===== config.mk =====
export PLATFORM = sky130hd
export DESIGN_NAME = fetch_unit
export DESIGN_NICKNAME = d
export VERILOG_FILES = /design/src/rtl/fetch_unit.sv
export SDC_FILE = /design/constraint.sdc
export NUM_CORES = 1
export LEC_CHECK = 0
export CAP_MARGIN = 10
export CORE_MARGIN = 3
export CORE_UTILIZATION = 52
export CTS_BUF_LIST = sky130_fd_sc_hd__clkbuf_4 sky130_fd_sc_hd__clkbuf_8
export DETAILED_ROUTE_END_ITERATION = 8
export PLACE_DENSITY = 0.92
export SYNTH_ARGS = -nofsm -noshare
export SYNTH_HDL_FRONTEND = slang
export SYNTH_SLANG_ARGS = --single-unit
export TNS_END_PERCENT = 100

===== constraint.sdc =====
create_clock -name Clk -period 2.62 [get_ports Clk]
set_input_delay 0.524 -clock Clk [delete_from_list [all_inputs] [get_ports Clk]]
set_output_delay 0.524 -clock Clk [all_outputs]
set_load 0.05 [all_outputs]

===== src/rtl/fetch_unit.sv =====
// Program counter sequencer for the instruction ROM.
// It runs from StartAddr, follows jumps and branches, and halts on DONE.
module fetch_unit #(
  parameter int PC_W = 10
) (
  input  logic            Clk,
  input  logic            Reset,
  input  logic            Start,
  input  logic [PC_W-1:0] StartAddr,
  input  logic            jump_en,
  input  logic            branch_taken,
  input  logic [PC_W-1:0] Target,
  input  logic            done,
  output logic [PC_W-1:0] ProgCtr,
  output logic            Ack,
  output logic            Running,
  output logic [15:0]     InstrCount
);

  typedef enum logic [1:0] {
    IDLE,
    RUN,
    HALT
  } state_t;

  state_t          state;
  state_t          state_n;
  logic [PC_W-1:0] pc_n;
  logic [15:0]     cnt_n;

  assign Running = (state == RUN);

  always_comb begin
    state_n = state;
    pc_n    = ProgCtr;
    cnt_n   = InstrCount;
    if (Start) begin
      state_n = IDLE;
      pc_n    = StartAddr;
      cnt_n   = '0;
    end else begin
      unique case (state)
        IDLE: begin
          state_n = RUN;
          cnt_n   = '0;
        end
        RUN: begin
          if (InstrCount != 16'hFFFF)
            cnt_n = InstrCount + 16'd1;
          // done outranks a redirect on the same instruction
          priority case (1'b1)
            done:                   state_n = HALT;
            (jump_en|branch_taken): pc_n    = Target;
            default:                pc_n    = ProgCtr + 1'b1;
          endcase
        end
        HALT: state_n = HALT;
        default: state_n = IDLE;
      endcase
    end
  end

  always_ff @(posedge Clk or negedge Reset) begin
    if (!Reset) begin
      state      <= IDLE;
      ProgCtr    <= '0;
      InstrCount <= '0;
      Ack        <= 1'b0;
    end else begin
      state      <= state_n;
      ProgCtr    <= pc_n;
      InstrCount <= cnt_n;
      Ack        <= (state_n == HALT);
    end
  end

endmodule


==> run_results.csv <==
group,metric,value,unit
detailed_routing,vias,1835,
synthesis,ys_types,45,
sta,finalSetupViolCount,0,
synthesis,synth_top_area_frac,0.413,
final_layout,drive_gt1_frac,0.0818,
synthesis,ys_seq_area_frac,0.413,
global_routing,grt-ovfl-total,0,
clocking,cts.reportedPaths.clkPinSlew,0.09,ns
power,p_switching,381,µW
die,num_rows,20,
sta,tns,0,ns
synthesis,ys_top_cells_by_count,"dfrtp_1, nand2_1, o21ai_0, nor2_1, a21oi_1",
critical_path,reg2reg_depth,6,
detailed_routing,drtPass1Iterations,4,
critical_path,start_kind,"register",
place,port_buffers,53,
global_routing,grt_use_total,0.253,
critical_path,endpoint_kind,"output port",
sta,fin_crit_sh,0.850,
critical_path,crit_arrival,1.70,ns
die,design.core.area,3130,µm²
sta,finalHoldViolations,0,
die,dieHeight,64.1,µm
sta,clock.fmax,0.449,GHz
synthesis,ys_seq_elements,29,
place,hpwl,3580,µm
synthesis,synth_edf_count,0,
synthesis,ys_top_cells_by_area,"dfrtp_1, o21ai_0, nand2_1",
synthesis,ys.flop_type,"dfrtp_1",
clocking,clockBufferDepth,2,
power,swShare,0.340,
sta,fin_crit,2.23,ns
final_layout,finalInstanceArea,2420,µm²
synthesis,synthArstFlopShare,1.00,
die,io_pins,54,
worst_hold_path,hp-class,"reg -> reg",
critical_path,cp_slowest_cell,"clkdlybuf4s50_1",
place,place.gp.congestion,0.802,
critical_path,crit_fanout,8,
synthesis,avgSynthCellArea,8.41,µm²
sta,skew,0.0126,ns
clocking,clk_latency,0.33,ns
die,die_area,4110,µm²
place,place_area,2360,µm²
power,irDropWorstVdd,0.000381,V
global_routing,grt_pass1_wl,8140,µm
run_status,status,"complete, no violations",
power,p_per_area,463,nW/µm²
synthesis,synth_nets,237,
power,p_int,739,µW
critical_path,cp_num_cells,1,
final_layout,nNetsFinal,296,
sta,rsz0062_at_grt,"no",
global_routing,antenna_found_initial,0,
detailed_routing,drt_iter0_drc,111,
worst_hold_path,holdPathStages,1,
critical_path,required,2.10,ns
power,p_seq_frac,0.455,
sta,slew_headroom,0.631,
critical_path,crit_chain,"clkdlybuf4s50_1",
detailed_routing,postRouteAntennaNets,0,
synthesis,syn_area,1760,µm²
detailed_routing,wl_per_cell,15.2,µm
power,combPwrFrac,0.287,
synthesis,yosys_warnings,0,
clocking,root_buffer,"clkbuf_4",
flow_run,drv_cap,0,
critical_path,crit_buf_inv,1,
die,die_width,64.1,µm
synthesis,yosysTopAreaCell,"dfrtp_1",
clocking,hold_buffers,0,
critical_path,cpPeakStageDelay,0.86,ns
sta,tightestPinTransition,0.547,ns
clocking,cts.sinks,29,
final_layout,syn_to_final_growth,37.7,%
synthesis,synthMostInstantiatedCell,"dfrtp_1",
die,start_util,0.562,
critical_path,critical_path_class,"reg -> out",
synthesis,synthCells,209,
detailed_routing,route.detailed.drc,0,
clocking,htreeDepth,2,
global_routing,grt_pass1_vias,1718,
clocking,cts_tree,"done",
final_layout,utilization,0.773,
global_routing,grt_max_degree,30,
power,p_leak,0.995,nW
detailed_routing,totalWireLength,4760,µm
sta,drv_slew,0,
power,clkPwrFrac,0.258,
detailed_routing,viasPerCell,5.86,
clocking,cts_inserted_buffers,5,
critical_path,path_delay_family,"buffers and inverters",
final_layout,diodes,0,
cell usage in the layout, fill, tap and decap left out, drive strengths merged, types with 2 or more instances in the layout:
cell,count
buf,6
a211oi,3
nand2,28
nor4,2
o21ai,27
nor2,24
and2,2
dfrtp,29
nand3,12
nor2b,2
xnor2,3
xor2,2
a22oi,2
o31ai,8
and3,2
a211o,2
ha,2
or4,3
nand4,5
nor3,2
a21oi,18
a31oi,6
inv,5
clkbuf,8
clkdlybuf4s50,52
power groups by stage:
stage	Clock [mW]	Combinational, mW	Sequential [mW]
after CTS	0.300	0.322	0.508
after global placement	0	0.316	0.516
after floorplan	0	0.105	0.597
final	0.289	0.321	0.509
after detailed placement	0	0.321	0.517
after global routing	0.318	0.346	0.515
flip-flops by register name, indices dropped and copies added (netlist names):
name	cells
Ack	1
ProgCtr	10
state	2
InstrCount	16
stage by stage:
step / setup slack [ns] / hold slack (ns) / power (mW) / cells
2_1_floorplan: 0.527 / 0.228 / 0.702 / 209
3_3_place_gp: 0.455 / 0.508 / 0.832 / 305
3_5_place_dp: 0.412 / 0.513 / 0.839 / 305
4_1_cts: 0.0577 / 0.535 / 1.13 / 313
5_1_grt: 0.340 / 0.578 / 1.18 / 313
6_report: 0.393 / 0.528 / 1.12 / 313
what timing repair did:
action	CTS	global route
resized for setup	0	1
setup buffers	0	0
setup endpoints to repair	0	1
area by class of cell:
| type | instances | area [µm²] |
|---|---|---|
| multi-input combinational | 168 | 981 |
| sequential | 29 | 726 |
| fill | 224 | 709 |
| timing repair buffer | 59 | 578 |
| clock buffer | 8 | 60.1 |
| tap | 44 | 55.1 |
| inverter | 5 | 18.8 |
final timing paths:
check / startpoint / endpoint / slack, ns
worst max-delay path: InstrCount[5] / InstrCount[5] / 0.39
worst min register to register: ProgCtr[9] / ProgCtr[9] / 0.53
worst min-delay path: ProgCtr[9] / ProgCtr[9] / 0.53
min in group asynchronous: Reset / ProgCtr[8] / 0.57
max in group asynchronous: Reset / Ack / 1.76
worst max register to register: InstrCount[0] / InstrCount[12] / 0.57
layer usage:
metal,vias to the layer above,GRT usage,share of wire
li1,893,-,-
met1,867,0.346,0.44
met2,68,0.386,0.49
met3,7,0.0527,0.052
met4,0,0.116,0.015
met5,-,0,0
cells by family (layout without fill, tap and decap cells):
logic type | Yosys count | count (layout) | share of synthesized area
XOR/XNOR | 5 | 5 | 0.0249
flip-flops | 29 | 29 | 0.413
buffers and inverters | 12 | 72 | 0.0285
AND/OR/NAND/NOR | 87 | 87 | 0.264
multiplexers | 1 | 1 | 0.00570
AO/OA/AOI/OAI | 73 | 73 | 0.250
adder cells (fa/ha/maj) | 2 | 2 | 0.0142
(Power assumes the default switching activity.)
